File: src/rtl/mem_arb_pkg.sv
// Shared types and default widths for the round-robin memory arbiter.
package mem_arb_pkg;

    localparam int DEF_ADDR_W = 5;
    localparam int DEF_DATA_W = 8;

    typedef enum logic {
        IDLE   = 1'b0,
        ACCESS = 1'b1
    } state_t;

    typedef struct packed {
        logic                  write;
        logic [DEF_ADDR_W-1:0] addr;
        logic [DEF_DATA_W-1:0] wdata;
    } cmd_t;

endpackage

File: src/rtl/mem_arbiter_if.sv
// Requester handshake and memory strobe bundle for mem_arbiter.
interface mem_arbiter_if
    import mem_arb_pkg::*;
#(
    parameter int NREQ   = 4,
    parameter int ADDR_W = DEF_ADDR_W,
    parameter int DATA_W = DEF_DATA_W
);

    logic [NREQ-1:0]        req_valid;
    logic [NREQ-1:0]        req_write;
    logic [NREQ*ADDR_W-1:0] req_addr;
    logic [NREQ*DATA_W-1:0] req_wdata;
    logic [NREQ-1:0]        req_ready;
    logic [NREQ-1:0]        rsp_valid;
    logic [DATA_W-1:0]      rsp_rdata;
    logic                   busy;
    logic [ADDR_W-1:0]      mem_addr;
    logic [DATA_W-1:0]      mem_data_in;
    logic                   mem_read;
    logic                   mem_write;
    logic [DATA_W-1:0]      mem_data_out;

    modport slave (
        input  req_valid, req_write, req_addr, req_wdata, mem_data_out,
        output req_ready, rsp_valid, rsp_rdata, busy,
               mem_addr, mem_data_in, mem_read, mem_write
    );

    modport master (
        output req_valid, req_write, req_addr, req_wdata, mem_data_out,
        input  req_ready, rsp_valid, rsp_rdata, busy,
               mem_addr, mem_data_in, mem_read, mem_write
    );

endinterface

File: src/rtl/mem_arbiter_rr_arbiter.sv
// Combinational round-robin picker: first set request at or above ptr, wrapping modulo N.
module rr_arbiter #(
    parameter int N   = 4,
    parameter int IDW = (N > 1) ? $clog2(N) : 1
) (
    input  logic [N-1:0]   req,
    input  logic [IDW-1:0] ptr,
    output logic [N-1:0]   gnt,
    output logic [IDW-1:0] gnt_id,
    output logic           any
);

    always_comb begin
        logic [IDW-1:0] idx;
        gnt    = '0;
        gnt_id = '0;
        any    = 1'b0;
        idx    = '0;
        for (int i = 0; i < N; i++) begin
            idx = IDW'((int'(ptr) + i) % N);
            if (!any && req[idx]) begin
                any      = 1'b1;
                gnt[idx] = 1'b1;
                gnt_id   = idx;
            end
        end
    end

endmodule

File: src/rtl/mem_arbiter.sv
// Shares one single-port memory among NREQ requesters, one access per two cycles,
// with round-robin fairness and a one-cycle response pulse per completed command.
module mem_arbiter
    import mem_arb_pkg::*;
#(
    parameter int NREQ   = 4,
    parameter int ADDR_W = DEF_ADDR_W,
    parameter int DATA_W = DEF_DATA_W
) (
    input  logic          clk,
    input  logic          rst_n,
    mem_arbiter_if.slave  bus
);

    localparam int IDW = $clog2(NREQ);

    state_t            state_q, state_d;
    logic [IDW-1:0]    rr_ptr_q, rr_ptr_d;
    logic [IDW-1:0]    grant_id_q, grant_id_d;
    cmd_t              cmd_q, cmd_d;
    logic              mem_read_q, mem_read_d;
    logic              mem_write_q, mem_write_d;
    logic [NREQ-1:0]   rsp_valid_q, rsp_valid_d;
    logic [DATA_W-1:0] rsp_rdata_q, rsp_rdata_d;

    logic [NREQ-1:0]   gnt;
    logic [IDW-1:0]    gnt_id;
    logic              gnt_any;
    cmd_t              sel_cmd;

    rr_arbiter #(.N(NREQ), .IDW(IDW)) u_rr (
        .req    (bus.req_valid),
        .ptr    (rr_ptr_q),
        .gnt    (gnt),
        .gnt_id (gnt_id),
        .any    (gnt_any)
    );

    always_comb begin
        sel_cmd.write = bus.req_write[gnt_id];
        sel_cmd.addr  = bus.req_addr[gnt_id*ADDR_W +: ADDR_W];
        sel_cmd.wdata = bus.req_wdata[gnt_id*DATA_W +: DATA_W];
    end

    always_comb begin
        state_d     = state_q;
        rr_ptr_d    = rr_ptr_q;
        grant_id_d  = grant_id_q;
        cmd_d       = cmd_q;
        mem_read_d  = 1'b0;
        mem_write_d = 1'b0;
        rsp_valid_d = '0;
        rsp_rdata_d = rsp_rdata_q;
        case (state_q)
            IDLE: begin
                if (gnt_any) begin
                    state_d     = ACCESS;
                    grant_id_d  = gnt_id;
                    cmd_d       = sel_cmd;
                    mem_read_d  = ~sel_cmd.write;
                    mem_write_d = sel_cmd.write;
                end
            end
            ACCESS: begin
                // Memory read data is only valid while the read strobe is up, so capture it now.
                state_d                 = IDLE;
                rsp_valid_d[grant_id_q] = 1'b1;
                rsp_rdata_d             = cmd_q.write ? '0 : bus.mem_data_out;
                rr_ptr_d                = (grant_id_q == IDW'(NREQ - 1)) ? '0 : grant_id_q + 1'b1;
            end
            default: state_d = IDLE;
        endcase
    end

    always_ff @(posedge clk or negedge rst_n) begin
        if (!rst_n) begin
            state_q     <= IDLE;
            rr_ptr_q    <= '0;
            grant_id_q  <= '0;
            cmd_q       <= '0;
            mem_read_q  <= 1'b0;
            mem_write_q <= 1'b0;
            rsp_valid_q <= '0;
            rsp_rdata_q <= '0;
        end else begin
            state_q     <= state_d;
            rr_ptr_q    <= rr_ptr_d;
            grant_id_q  <= grant_id_d;
            cmd_q       <= cmd_d;
            mem_read_q  <= mem_read_d;
            mem_write_q <= mem_write_d;
            rsp_valid_q <= rsp_valid_d;
            rsp_rdata_q <= rsp_rdata_d;
        end
    end

    // Ready is masked while reset is held so no requester sees a phantom accept.
    assign bus.req_ready   = (state_q == IDLE && rst_n) ? gnt : '0;
    assign bus.rsp_valid   = rsp_valid_q;
    assign bus.rsp_rdata   = rsp_rdata_q;
    assign bus.busy        = (state_q == ACCESS);
    assign bus.mem_addr    = cmd_q.addr;
    assign bus.mem_data_in = cmd_q.wdata;
    assign bus.mem_read    = mem_read_q;
    assign bus.mem_write   = mem_write_q;

endmodule

File: src/flat_wrapper.sv
// flat-port wrapper written by rule: the top's interface ports become plain ports
module mem_arbiter_flat import mem_arb_pkg::*;
#(
    parameter int NREQ   = 4,
    parameter int ADDR_W = DEF_ADDR_W,
    parameter int DATA_W = DEF_DATA_W
)
  (clk, rst_n, bus_req_valid, bus_req_write, bus_req_addr, bus_req_wdata, bus_mem_data_out, bus_req_ready, bus_rsp_valid, bus_rsp_rdata, bus_busy, bus_mem_addr, bus_mem_data_in, bus_mem_read, bus_mem_write);
  mem_arbiter_if #(.NREQ(NREQ), .ADDR_W(ADDR_W), .DATA_W(DATA_W)) bus_i ();
  input  logic clk;
  input  logic rst_n;
  input wire logic [$bits(bus_i.req_valid)-1:0] bus_req_valid;
  input wire logic [$bits(bus_i.req_write)-1:0] bus_req_write;
  input wire logic [$bits(bus_i.req_addr)-1:0] bus_req_addr;
  input wire logic [$bits(bus_i.req_wdata)-1:0] bus_req_wdata;
  input wire logic [$bits(bus_i.mem_data_out)-1:0] bus_mem_data_out;
  output wire logic [$bits(bus_i.req_ready)-1:0] bus_req_ready;
  output wire logic [$bits(bus_i.rsp_valid)-1:0] bus_rsp_valid;
  output wire logic [$bits(bus_i.rsp_rdata)-1:0] bus_rsp_rdata;
  output wire logic [$bits(bus_i.busy)-1:0] bus_busy;
  output wire logic [$bits(bus_i.mem_addr)-1:0] bus_mem_addr;
  output wire logic [$bits(bus_i.mem_data_in)-1:0] bus_mem_data_in;
  output wire logic [$bits(bus_i.mem_read)-1:0] bus_mem_read;
  output wire logic [$bits(bus_i.mem_write)-1:0] bus_mem_write;
  assign bus_i.req_valid = bus_req_valid;
  assign bus_i.req_write = bus_req_write;
  assign bus_i.req_addr = bus_req_addr;
  assign bus_i.req_wdata = bus_req_wdata;
  assign bus_i.mem_data_out = bus_mem_data_out;
  assign bus_req_ready = bus_i.req_ready;
  assign bus_rsp_valid = bus_i.rsp_valid;
  assign bus_rsp_rdata = bus_i.rsp_rdata;
  assign bus_busy = bus_i.busy;
  assign bus_mem_addr = bus_i.mem_addr;
  assign bus_mem_data_in = bus_i.mem_data_in;
  assign bus_mem_read = bus_i.mem_read;
  assign bus_mem_write = bus_i.mem_write;
  mem_arbiter #(.NREQ(NREQ), .ADDR_W(ADDR_W), .DATA_W(DATA_W)) u_core (.clk(clk), .rst_n(rst_n), .bus(bus_i));
endmodule
File: config.mk
export PLATFORM = sky130hd
export DESIGN_NAME = mem_arbiter_flat
export DESIGN_NICKNAME = d
export VERILOG_FILES = /design/src/rtl/mem_arb_pkg.sv /design/src/rtl/mem_arbiter_if.sv /design/src/rtl/mem_arbiter_rr_arbiter.sv /design/src/rtl/mem_arbiter.sv /design/src/flat_wrapper.sv
export SDC_FILE = /design/constraint.sdc
export NUM_CORES = 1
export LEC_CHECK = 0
export ABC_AREA = 1
export CAP_MARGIN = 20
export CORE_MARGIN = 1
export CORE_UTILIZATION = 25
export DETAILED_ROUTE_END_ITERATION = 10
export SYNTH_ARGS = -nofsm -noshare
export SYNTH_HDL_FRONTEND = slang
export SYNTH_SLANG_ARGS = --single-unit
File: constraint.sdc
create_clock -name clk -period 1.9 [get_ports clk]
set_input_delay 0.19 -clock clk [delete_from_list [all_inputs] [get_ports clk]]
set_output_delay 0.19 -clock clk [all_outputs]
set_load 0.02 [all_outputs]
==> run_results.csv <==
group,metric,value,unit
status,status,"finished with violations",
status,violations,"setup timing",
floorplan,die_w,104,um
clock_tree,cts_tree,"done",
worst_setup_path,slowest_stage,"dfrtp_2",
routing,drc,0,
final_layout,nets,588,
routing,vias_per_cell,4.30,
worst_setup_path,required,2060,ps
yosys,synth_top_cell_by_area,"dfrtp_1",
sta,min_period,2180,ps
final_layout,num_antenna_cells,0,
global_routing,grt_pass1_wl,12.2,mm
yosys,synth.avg_cell_area,7.14,um2
clock_tree,clkLatencyLatePin,280,ps
floorplan,design.core.area,9950,um2
global_routing,overflow,0,
sta,tightest_slew,413,ps
pwr,switching_share,45.4,%
global_routing,grt_max_degree,34,
final_layout,regArea,827,um2
yosys,yosys_warnings,0,
placed_design,finalWeightedCongestion,0.802,
worst_setup_path,crit_chain,"inv_8 > ha_4 > inv_4 > nand3_2 > nand2_2 > buf_6 > a21oi_2 > nand2_2 > nand3_4 > buf_6 > clkbuf_16 > clkbuf_2 > nand2_1 > nand3_2 > nand3_1",
routing,first_pass_iters,4,
pwr,clockPowerShare,6.2,%
sta,max_slew_margin,72.5,%
worst_setup_path,worstSetupEndpointType,"flip-flop",
sta,fin_skew,8.59,ps
pwr,power_frac_comb,82.4,%
pwr,power_density,2330,nW/um2
final_layout,multi_input_area,1660,um2
job,maxCapViolCount,0,
pwr,peakVddDrop,0.000819,V
yosys,yosys_register_bits,33,
sta,setup_viol,22,
final_layout,synthToLayoutAreaGrowth,81.0,%
clock_tree,cts_max_path_buffers,2,
worst_setup_path,critPathKind,"flip-flop to flip-flop",
yosys,synth_area_leaders,"dfrtp_1, nand2_1, nand3_1",
yosys,synth_nets,447,
placed_design,hpwl,5.56,mm
sta,max_freq,0.458,GHz
sta,finalWorstSetupSlack,-285,ps
worst_setup_path,crit_path_start_kind,"flip-flop",
global_routing,antenna_found_initial,0,
sta,maxSlewViolCount,0,
routing,drt_iter0_drc,70,
clock_tree,path_clk_slew,70,ps
worst_setup_path,crit_fanout,4,
pwr,power,0.0110,W
floorplan,ios,102,
clock_tree,cts_buffers,5,
yosys,synth_top_cell_area_share,31.6,%
global_routing,track_usage,13.9,%
yosys,synth.distinct_cells,29,
floorplan,dieArea,10900,um2
yosys,synthCells,366,
sta,rsz0062_at_grt,"yes",
worst_setup_path,r2r_slack,-280,ps
sta,final-hold-violation-count,0,
placed_design,numPortBuffers,101,
routing,antenna_left,0,
routing,wl,7.81,mm
routing,vias,2758,
yosys,ys_seq_area_share,31.6,%
routing,wl_per_cell,12.2,um
min_path,min_path_type,"input pin to flip-flop",
clock_tree,root_buffer,"clkbuf_8",
floorplan,rows,36,
floorplan,die_h,104,um
sta,fin_hold_ws,461,ps
yosys,syn-cell-area,2610,um2
worst_setup_path,crit_arrival,2340,ps
floorplan,initial_core_util,26.2,%
global_routing,grt_pass1_vias,2665,
clock_tree,numClockSinks,33,
pwr,p_switching,0.00499,W
pwr,p_int,0.00602,W
pwr,p_seq_share,11.4,%
final_layout,layout-drive-gt1-share,31.9,%
worst_setup_path,critPathMaxStageDelay,430,ps
pwr,p_leak,2.36,nW
clock_tree,ctsHtreeMaxLevel,2,
final_layout,n_fill_cell,948,
sta,final.period_utilization,115,%
==> through the flow <==
step	instance area [um2]	utilization, %	TNS (ps)	instances	setup slack, ps
6_report	4730	47.5	-4710	641	-285
5_1_grt	4730	47.5	-6930	641	-388
4_1_cts	4160	41.8	-3760	617	-207
3_5_place_dp	3880	39.0	-7020	604	-485
3_3_place_gp	3880	39.0	-5850	604	-382
2_1_floorplan	2660	-	-1100	366	-79.9
==> layer usage <==
| metal | track usage [%] | part of all wire [%] | vias to the layer above |
|---|---|---|---|
| met5 | 0 | 0 | - |
| met4 | 3.37 | 0.78 | 0 |
| met3 | 2.82 | 3.9 | 7 |
| met2 | 25.5 | 52 | 68 |
| met1 | 16.3 | 43 | 1276 |
| li1 | - | - | 1407 |
==> cells in the mapped netlist <==
library cell,instances
nand4_1,14
or2_1,8
a21oi_1,3
inv_1,62
nand2_2,8
o211ai_1,2
nor2_4,1
buf_4,14
nand3_1,50
nand4_2,1
nand2_1,103
a22oi_1,3
buf_6,6
nand3_4,2
nor2_1,2
or2_2,5
o21ai_0,11
buf_2,3
inv_8,1
nand3_2,5
nor2_8,2
inv_4,1
o21ai_1,1
a21boi_0,1
nand2_4,4
clkbuf_1,3
dfrtp_1,33
ha_1,11
inv_2,6
==> registers in the layout, summed over array words and instances, names as in the netlist <==
| register | flops |
|---|---|
| u_core.bus.mem_addr | 5 |
| u_core.bus.mem_read | 1 |
| u_core.bus.mem_write | 1 |
| u_core.bus.rsp_valid | 4 |
| u_core.bus.mem_data_in | 8 |
| u_core.cmd_q | 1 |
| u_core.bus.busy | 1 |
| u_core.rr_ptr_q | 2 |
| u_core.grant_id_q | 2 |
| u_core.bus.rsp_rdata | 8 |
==> worst paths after layout <==
check / start / end / cells past startpoint
min in group asynchronous: rst_n / u_core.bus.rsp_valid[3]$_DFF_PN0_ / 3
worst min-delay path: bus_mem_data_out[6] / u_core.bus.rsp_rdata[6]$_DFFE_PN0P_ / 3
worst min register to register: u_core.bus.rsp_rdata[4]$_DFFE_PN0P_ / u_core.bus.rsp_rdata[4]$_DFFE_PN0P_ / 2
max in group asynchronous: rst_n / u_core.rr_ptr_q[0]$_DFFE_PN0P_ / 3
worst max register to register: u_core.rr_ptr_q[0]$_DFFE_PN0P_ / u_core.bus.mem_data_in[0]$_DFFE_PN0P_ / 15
worst max-delay path: u_core.rr_ptr_q[0]$_DFFE_PN0P_ / u_core.bus.mem_data_in[0]$_DFFE_PN0P_ / 15
==> layout by cell type (no fill, tap or decap), types with 3 or more instances in the layout <==
cell | synthesis | final
clkdlybuf4s50_1 | 0 | 96
nand2_1 | 103 | 88
inv_1 | 62 | 55
buf_4 | 14 | 33
dfrtp_1 | 33 | 32
nand3_1 | 50 | 28
nand3_2 | 5 | 21
buf_6 | 6 | 15
nand4_1 | 14 | 14
nand2_4 | 4 | 13
nand2_2 | 8 | 11
o21ai_0 | 11 | 10
ha_1 | 11 | 10
inv_2 | 6 | 9
nand3_4 | 2 | 8
or2_1 | 8 | 7
clkbuf_8 | 0 | 6
or2_4 | 0 | 5
buf_12 | 0 | 5
clkbuf_16 | 0 | 4
nand2_8 | 0 | 3
inv_4 | 1 | 3
a22oi_2 | 0 | 3
a21oi_2 | 0 | 3
==> worst max-delay path: cells and delay by family, from the launching register on <==
kind | cells | cell delay, ps
adders and majority gates | 1 | 310
DFF | 1 | 430
and+or+nand+nor | 7 | 560
AOI/OAI and AO/OA | 1 | 160
buffers and inverters | 6 | 600
==> power by group through the flow <==
stage / Clock [W] / Sequential [W] / Combinational (W)
2_1_floorplan: 0 / 0.00139 / 0.00409
3_3_place_gp: 0 / 0.00125 / 0.00608
3_5_place_dp: 0 / 0.00125 / 0.00619
4_1_cts: 0.000708 / 0.00125 / 0.00677
5_1_grt: 0.000735 / 0.00130 / 0.00989
6_report: 0.000682 / 0.00126 / 0.00907
==> what timing repair did <==
action	CTS	global route
buffers inserted	3	19
hold buffers	1	0
pin swaps	2	35
gates resized for setup	42	79
cloned	1	5
endpoints found under the setup margin	23	23
endpoints found under the hold margin	33	0
==> final cells by class <==
| cell class | instances | share of cell area (%) |
|---|---|---|
| Sequential cell | 33 | 17.5 |
| Tap cell | 133 | 3.52 |
| Multi-Input combinational cell | 237 | 35.1 |
| Timing Repair Buffer | 160 | 35.1 |
| Inverter | 70 | 6.30 |
| Clock buffer | 7 | 1.83 |
| Clock inverter | 1 | 0.635 |
==> kinds of logic after synthesis <==
family                   synth area share [%]
flip-flops                               31.6
buffers and inverters                    18.1
AO/OA/AOI/OAI                            4.60
AND/OR/NAND/NOR                          40.5
adder cells (fa/ha/maj)                  5.27
Note: power is estimated with default switching activity, not from simulation.
